## src/rtl/fifo_pkg.sv

```systemverilog
// Shared constants, status-flag payload and sizing helper for the synchronous FIFO.
package fifo_pkg;

    localparam int unsigned FIFO_DATA_W = 16;
    localparam int unsigned FIFO_DEPTH  = 8;

    typedef struct packed {
        logic full;
        logic empty;
        logic almost_full;
        logic almost_empty;
    } fifo_flags_t;

    localparam fifo_flags_t FIFO_FLAGS_RST = '{
        full:         1'b0,
        empty:        1'b1,
        almost_full:  1'b0,
        almost_empty: 1'b1
    };

    // LEVEL must represent 0..DEPTH inclusive, hence one bit more than the pointers.
    function automatic int unsigned fifo_level_w(input int unsigned depth);
        return 32'($clog2(depth) + 1);
    endfunction

endpackage

```

## src/rtl/fifo_strobe_gen.sv

```systemverilog
// Turns a request level into a one-cycle request on its rising edge, or passes it through.
module fifo_strobe_gen #(
    parameter bit EDGE_MODE = 1'b1
) (
    input  logic clk,
    input  logic rst_n,
    input  logic level_i,
    output logic pulse_c
);

    logic level_q;
    logic level_d;

    always_comb begin
        level_d = level_i;
    end

    always_ff @(posedge clk or negedge rst_n) begin
        if (!rst_n) begin
            level_q <= 1'b0;
        end else begin
            level_q <= level_d;
        end
    end

    assign pulse_c = EDGE_MODE ? (level_i & ~level_q) : level_i;

endmodule

```

## src/rtl/param_fifo_sync.sv

```systemverilog
// Single-clock parameterised FIFO with registered flags, sticky error bits and
// optional first-word-fall-through read port.
module param_fifo_sync
    import fifo_pkg::*;
#(
    parameter int unsigned DATA_W    = FIFO_DATA_W,
    parameter int unsigned DEPTH     = FIFO_DEPTH,
    parameter int unsigned AF_LEVEL  = DEPTH - 2,
    parameter int unsigned AE_LEVEL  = 1,
    parameter bit          FWFT      = 1'b0,
    parameter bit          EDGE_MODE = 1'b1
) (
    input  logic                            WR_CLK,
    input  logic                            reset,
    input  logic                            CLR,
    input  logic [DATA_W-1:0]               DIN,
    input  logic                            WR_EN,
    input  logic                            RD_EN,
    input  logic                            ERR_CLR,
    output logic [DATA_W-1:0]               DOUT,
    output logic                            DOUT_VALID,
    output logic                            FULL,
    output logic                            EMPTY,
    output logic                            ALMOST_FULL,
    output logic                            ALMOST_EMPTY,
    output logic [fifo_level_w(DEPTH)-1:0]  LEVEL,
    output logic                            WR_ERR,
    output logic                            RD_ERR
);

    localparam int unsigned PTR_W = $clog2(DEPTH);
    localparam int unsigned LVL_W = fifo_level_w(DEPTH);

    logic              wr_req_c;
    logic              rd_req_c;
    logic              wr_acc_c;
    logic              rd_acc_c;
    logic [DATA_W-1:0] head_c;

    logic [DATA_W-1:0] mem_q [DEPTH];

    logic [PTR_W-1:0]  wr_ptr_q,     wr_ptr_d;
    logic [PTR_W-1:0]  rd_ptr_q,     rd_ptr_d;
    logic [LVL_W-1:0]  level_q,      level_d;
    fifo_flags_t       flags_q,      flags_d;
    logic              wr_err_q,     wr_err_d;
    logic              rd_err_q,     rd_err_d;
    logic [DATA_W-1:0] dout_q,       dout_d;
    logic              dout_valid_q, dout_valid_d;

    fifo_strobe_gen #(.EDGE_MODE(EDGE_MODE)) u_wr_strobe (
        .clk     (WR_CLK),
        .rst_n   (reset),
        .level_i (WR_EN),
        .pulse_c (wr_req_c)
    );

    fifo_strobe_gen #(.EDGE_MODE(EDGE_MODE)) u_rd_strobe (
        .clk     (WR_CLK),
        .rst_n   (reset),
        .level_i (RD_EN),
        .pulse_c (rd_req_c)
    );

    // A full FIFO still takes a write when a read frees a slot on the same edge.
    always_comb begin
        rd_acc_c = rd_req_c & ~flags_q.empty & ~CLR;
        wr_acc_c = wr_req_c & (~flags_q.full | rd_acc_c) & ~CLR;
    end

    always_comb begin
        wr_ptr_d = wr_ptr_q;
        rd_ptr_d = rd_ptr_q;
        level_d  = level_q;
        wr_err_d = wr_err_q;
        rd_err_d = rd_err_q;
        if (CLR) begin
            wr_ptr_d = '0;
            rd_ptr_d = '0;
            level_d  = '0;
            wr_err_d = 1'b0;
            rd_err_d = 1'b0;
        end else begin
            wr_ptr_d = wr_ptr_q + PTR_W'(wr_acc_c);
            rd_ptr_d = rd_ptr_q + PTR_W'(rd_acc_c);
            level_d  = level_q + LVL_W'(wr_acc_c) - LVL_W'(rd_acc_c);
            wr_err_d = (wr_err_q & ~ERR_CLR) | (wr_req_c & ~wr_acc_c);
            rd_err_d = (rd_err_q & ~ERR_CLR) | (rd_req_c & ~rd_acc_c);
        end
        flags_d.full         = (level_d == LVL_W'(DEPTH));
        flags_d.empty        = (level_d == '0);
        flags_d.almost_full  = (level_d >= LVL_W'(AF_LEVEL));
        flags_d.almost_empty = (level_d <= LVL_W'(AE_LEVEL));
    end

    // Fall-through head must bypass the array when it is being written this edge.
    always_comb begin
        head_c = mem_q[rd_ptr_d];
        if (wr_acc_c && (wr_ptr_q == rd_ptr_d)) begin
            head_c = DIN;
        end
        dout_d       = dout_q;
        dout_valid_d = 1'b0;
        if (FWFT) begin
            if (level_d != '0) begin
                dout_d = head_c;
            end
            dout_valid_d = (level_d != '0);
        end else if (rd_acc_c) begin
            dout_d       = mem_q[rd_ptr_q];
            dout_valid_d = 1'b1;
        end
    end

    always_ff @(posedge WR_CLK) begin
        if (wr_acc_c) begin
            mem_q[wr_ptr_q] <= DIN;
        end
    end

    always_ff @(posedge WR_CLK or negedge reset) begin
        if (!reset) begin
            wr_ptr_q     <= '0;
            rd_ptr_q     <= '0;
            level_q      <= '0;
            flags_q      <= FIFO_FLAGS_RST;
            wr_err_q     <= 1'b0;
            rd_err_q     <= 1'b0;
            dout_q       <= '0;
            dout_valid_q <= 1'b0;
        end else begin
            wr_ptr_q     <= wr_ptr_d;
            rd_ptr_q     <= rd_ptr_d;
            level_q      <= level_d;
            flags_q      <= flags_d;
            wr_err_q     <= wr_err_d;
            rd_err_q     <= rd_err_d;
            dout_q       <= dout_d;
            dout_valid_q <= dout_valid_d;
        end
    end

    assign DOUT         = dout_q;
    assign DOUT_VALID   = dout_valid_q;
    assign FULL         = flags_q.full;
    assign EMPTY        = flags_q.empty;
    assign ALMOST_FULL  = flags_q.almost_full;
    assign ALMOST_EMPTY = flags_q.almost_empty;
    assign LEVEL        = level_q;
    assign WR_ERR       = wr_err_q;
    assign RD_ERR       = rd_err_q;

endmodule
```

## config.mk

```make
export PLATFORM = sky130hd
export DESIGN_NAME = param_fifo_sync
export DESIGN_NICKNAME = d
export VERILOG_FILES = /design/src/rtl/fifo_pkg.sv /design/src/rtl/fifo_strobe_gen.sv /design/src/rtl/param_fifo_sync.sv
export SDC_FILE = /design/constraint.sdc
export NUM_CORES = 1
export LEC_CHECK = 0
export CELL_PAD_IN_SITES_DETAIL_PLACEMENT = 0
export CELL_PAD_IN_SITES_GLOBAL_PLACEMENT = 2
export CORE_MARGIN = 2
export CORE_UTILIZATION = 43
export DETAILED_ROUTE_END_ITERATION = 16
export HOLD_SLACK_MARGIN = 0.03
export PLACE_DENSITY_LB_ADDON = 0.05
export SYNTH_ARGS = -nofsm -noshare
export SYNTH_HDL_FRONTEND = slang
export SYNTH_SLANG_ARGS = --single-unit
```

## constraint.sdc

```tcl
create_clock -name WR_CLK -period 4.1 [get_ports WR_CLK]
set_clock_uncertainty 0.05 [all_clocks]
set_input_delay 0.615 -clock WR_CLK [delete_from_list [all_inputs] [get_ports WR_CLK]]
set_output_delay 0.615 -clock WR_CLK [all_outputs]
set_load 0.05 [all_outputs]
```

=== Word-level counts from Yosys, hierarchy flattened ===
Memories as Yosys holds them, arrays and structs flattened. A register that Yosys moved wholly into a read port is not among the register bits.
Index checks and enable logic that the tools add are counted.

* Register bits: 19
* Output and inout port bits: 27
* RAM bits: 128
* Input bits: 22
* Memories kept: 1

* Reduce and logical (&&, ||, !) cells: 2
* Order comparisons: 2
* Bitwise gates (word level): 21
* Muxes and demuxes: 8
* Equality and inequality tests: 1
* Add/sub/neg operators: 4

{| class="wikitable"
|+ Memory list
! name !! depth !! bits a word !! read ports !! clocked after Yosys merged registers in !! wr ports !! line !! source
|-
| mem_q || 8 || 16 || 1 || 1 || 1 || param_fifo_sync.sv:40 || <nowiki>logic [DATA_W-1:0] mem_q [DEPTH];</nowiki>
|}

{| class="wikitable"
|+ Operators with widths
! cell !! number
|-
| $and A1 B1 Y1 || 10
|-
| $not A1 Y1 || 8
|-
| $add A3 B1 Y3 || 2
|-
| $mux W3 || 2
|-
| $mux W1 || 5
|-
| $add A4 B1 Y4 || 1
|-
| $eq A4 B4 Y1 const B || 1
|-
| $ge A4 B3 Y1 const B || 1
|-
| $le A4 B1 Y1 const B || 1
|-
| $logic_not A4 Y1 || 1
|-
| $mux W4 || 1
|-
| $sub A4 B1 Y4 || 1
|-
| $or A1 B1 Y1 || 3
|-
| $logic_not A1 Y1 || 1
|}

=== Logic depth before layout (Yosys ltp) ===
* Word-level depth: 11
* Mapped depth: 12
* Gate-level depth less buffers: 10

=== Hierarchy ===
A second synthesis with hierarchy kept.

* Cell total of the unflattened synthesis: 391
* Area total of the unflattened synthesis: 6393.6 sq um

{| class="wikitable"
|+ Modules (own cells, without submodules)
! module !! area each (sq um) !! cells an instance !! instances
|-
| param_fifo_sync || 6316.1 || 387 || 1
|-
| fifo_strobe_gen || 38.8 || 2 || 2
|}

=== Least setup slack after synthesis ===
Ideal clock, no wire load.

* Path kind: input -> register
* From: input RD_EN
* To: memory mem_q[0][0] (netlist name), enable pin
* Slack: 864 ps
* Data required time: 3620 ps
* Arrival time: 2756 ps
* Cell stages on the path: 4
* Cells stage by stage: or3b_1 nand2_1 nand2_1 nor4_1

* Word-level cells in the longest chain between the ends: 8

{| class="wikitable"
|+ Ends and longest elaborated chain
! element !! line !! source
|-
| start, declared || param_fifo_sync.sv:18 || <nowiki>input logic RD_EN,</nowiki>
|-
| $and A1 B1 Y1 || fifo_strobe_gen.sv:26 || <nowiki>assign pulse_c = EDGE_MODE ? (level_i & ~level_q) : level_i;</nowiki>
|-
| $and A1 B1 Y1 (2 in a row) || param_fifo_sync.sv:67 || <nowiki>rd_acc_c = rd_req_c & ~flags_q.empty & ~CLR;</nowiki>
|-
| $or A1 B1 Y1 || param_fifo_sync.sv:68 || <nowiki>wr_acc_c = wr_req_c & (~flags_q.full | rd_acc_c) & ~CLR;</nowiki>
|-
| $and A1 B1 Y1 (2 in a row) || param_fifo_sync.sv:68 ||
|-
| $mux W1 || param_fifo_sync.sv:116 || <nowiki>if (wr_acc_c) begin</nowiki>
|-
| $mux W1 (implied by the code) || param_fifo_sync.sv:117 || <nowiki>mem_q[wr_ptr_q] <= DIN;</nowiki>
|-
| end, declared || param_fifo_sync.sv:40 ||
|}

Every way passes these cells.

==> impl_results.md <==
* Area Overhead vs Synth at 21.4%
* Netlist cell types at 34
* Die width at 126 um
* Post-Syn Area at 6370 sq um
* Largest net degree at the start of global routing at 38
* Max-capacitance violation count at 0
* RSZ-0062 raised after global routing: false
* First-pass GRT wire length at 20.1 mm
* Port-buffer cells at 48
* Cts hold-fix bufs at 0
* Post-CTS Resized at 0
* Gp weighted congestion at 0.726
* XOR/XNOR share of the synthesized area at 0.00550
* Syn avg cell area at 16.3 sq um
* Worst Setup End Kind: flop
* Most frequent cell after synthesis: edfxtp_1
* Simple-Gate Fraction of Synth Area at 0.0648
* Kind of critical path: in2reg
* Worst skew pair latency at 0.42 ns
* First-pass iteration count of the detailed router at 4
* CP startpoint kind: primary input
* Post-synth top area cell: edfxtp_1
* Post-CTS setup buffer count at 0
* Fin crit period at 3.15 ns
* # clock sinks at 163
* Tot GR Track Use at 0.171
* Core area at 14500 sq um
* Setup TNS after final layout at 0 ns
* Required @ worst endpoint at 4.41 ns
* Crit path max fanout at 19
* Number of global-route vias before repair at 3508
* Status: completed
* Adder-cell share of the synthesized area at 0.0188
* Slew HR at 0.311
* Worst slew pin tran at 1.03 ns
* Initial antenna violation count at 0
* Cells on worst reg2reg path at 10
* Hpwl dp at 7.50 mm
* Power Density at 584 nW/um^2
* CTS root buf: clkbuf_16
* Finished Core Util at 0.532
* Synthesized Nets at 422
* Vias at 3422
* Post-synth top cells: 128 x edfxtp_1, 64 x mux2i_1, 36 x nand2_1
* EDFF count, synth at 128
* Total Power at 0.00452 W
* Dominant synthesized flop cell: edfxtp_1
* Synth top area share at 0.603
* Final nets at 488
* Remaining global-route overflow at 0
* Routed Antenna Nets at 0
* Endpoints failing setup at 0
* Die ar. at 15800 sq um
* R2R Path Start: u_rd_strobe.level_q$_DFF_PN0_
* Io pins at 49
* Leakage at 2.69 nW
* Drt total wl at 12.8 mm
* Clock transition at path regs at 0.07 ns
* N_diodes at 0
* Synth Area in Compound Gates at 0.0465
* Routed WL per cell at 19.5 um
* # H-tree levels at 4
* Async set or reset register ratio after synthesis at 0.215
* Final Cycle Share at 0.769
* Share of cells above drive strength 1 at 0.130
* Cell count after synthesis at 391
* YS warnings at 0
* Sequential share of the synthesized area at 0.741
* DR iter-0 viols at 291
* Starting density of the core at 0.439
* Max-slew violations at 0
* CTS tree: built
* Reg2Reg Capture Point: FULL$_DFF_PN0_
* VDD IR max at 373 uV
* Count of final hold-check violations at 0
* Buffer depth of the longest clock path at 2
* Vias/cell at 5.23
* Remaining DRCs at 0
* Mux contribution to synthesized area at 0.101
* Chip height at 126 um
* Main combinational cell family by area after synthesis: multiplexers
* CTS Buf Count at 17
* Synth top area cells: edfxtp_1 60%, dfrtp_1 13%, mux2i_1 10%
* Critical Path Start: RD_EN
* Std cell rows at 44
* Highest clock rate at 317 MHz
* Hold Path Class: in2async
* R2R Setup Slk at 1.24 ns
* #FFs+latches synth at 163
* Arr. time, crit path at 3.46 ns
* Worst setup endpoint: FULL$_DFF_PN0_
[cell families after synthesis]
kind of cell,Yosys count
DFF,163
and+or+nand+nor,87
muxes,64
AOI/OAI and AO/OA,40
buffers and inverters,24
adders and majority gates,9
xor gates and xnor gates,4
[state kept, by name (all words and copies together), names as in the netlist]
signal	cells
mem_q	128
DOUT	16
LEVEL	4
rd_ptr_q	3
wr_ptr_q	3
ALMOST_EMPTY	1
ALMOST_FULL	1
DOUT_VALID	1
EMPTY	1
FULL	1
RD_ERR	1
WR_ERR	1
u_rd_strobe.level_q	1
u_wr_strobe.level_q	1
[layout by cell type, fill, tap and decap left out, drive strengths merged]
cell type      instances
a22oi                 32
fa                     1
nand4b                 1
buf                   18
mux2i                 64
dfstp                  2
clkinv                 5
nand3                 16
nor2b                  9
xor2                   1
nor3b                  1
xnor2                  3
nand3b                 1
nor4                   1
a21o                   2
edfxtp               128
or2                    1
clkdlybuf4s50         47
or3b                   1
inv                   10
and2                   1
bufinv                 3
o21bai                 1
nand2                 36
clkbuf                18
a21oi                  4
dfrtp                 33
ha                     8
clkinvlp               2
nor3                   5
a2111oi                1
nor2                   9
nand2b                 5
[report_power, final]
part,leakage (nW),internal (W),switching [W]
logic,0.793,0.000313,0.000593
clock network,0.294,0.000969,0.000646
registers,1.60,0.00192,0.0000810
[worst max-delay path, stage by stage]
cell and delay, ns:
clkdlybuf4s50_1 0.49, or3b_1 0.40, or2_1 0.32, clkinv_8 0.15, ha_1 0.15, inv_1 0.06
ha_1 0.27, a21o_1 0.19, a2111oi_0 0.38, o21bai_1 0.26, nor2b_1 0.17
[layer usage]
metal	up-vias	wire length, um	GRT usage
met1	1736	6090	0.240
met5	-	0	0
li1	1612	-	-
met4	0	133	0.0504
met2	62	6090	0.266
met3	12	471	0.0463
[through the flow]
stage	instance area [sq um]	instances	hold slack (ns)	worst slack [ns]
final	7740	654	0.263	0.945
after global routing	7740	654	0.331	0.817
after CTS	7740	654	0.293	0.915
after detailed placement	7130	622	0.413	0.487
after global placement	7130	622	0.408	0.575
after floorplan	6370	391	0.269	0.864
[final cells by class]
class                           instances  area, sq um
Clock buffer                           18          429
Clock inverter                         14          179
Fill cell                            1217         6800
Inverter                                6         35.0
Multi-Input combinational cell        204         1540
Sequential cell                       163         4730
Tap cell                              184          230
Timing Repair Buffer                   65          603
[worst min-delay path by stage]
stage                         start  slack (ns)               endpoint
2_1_floorplan                 reset        0.27  ALMOST_FULL$_DFF_PN0_
3_3_place_gp    DOUT[2]$_DFFE_PN0P_        0.41    DOUT[2]$_DFFE_PN0P_
3_5_place_dp   DOUT[10]$_DFFE_PN0P_        0.41   DOUT[10]$_DFFE_PN0P_
4_1_cts                       reset        0.29    DOUT[1]$_DFFE_PN0P_
5_1_grt                       reset        0.33    DOUT[1]$_DFFE_PN0P_
6_report                      reset        0.26    DOUT[1]$_DFFE_PN0P_
(Power assumes the default switching activity.)
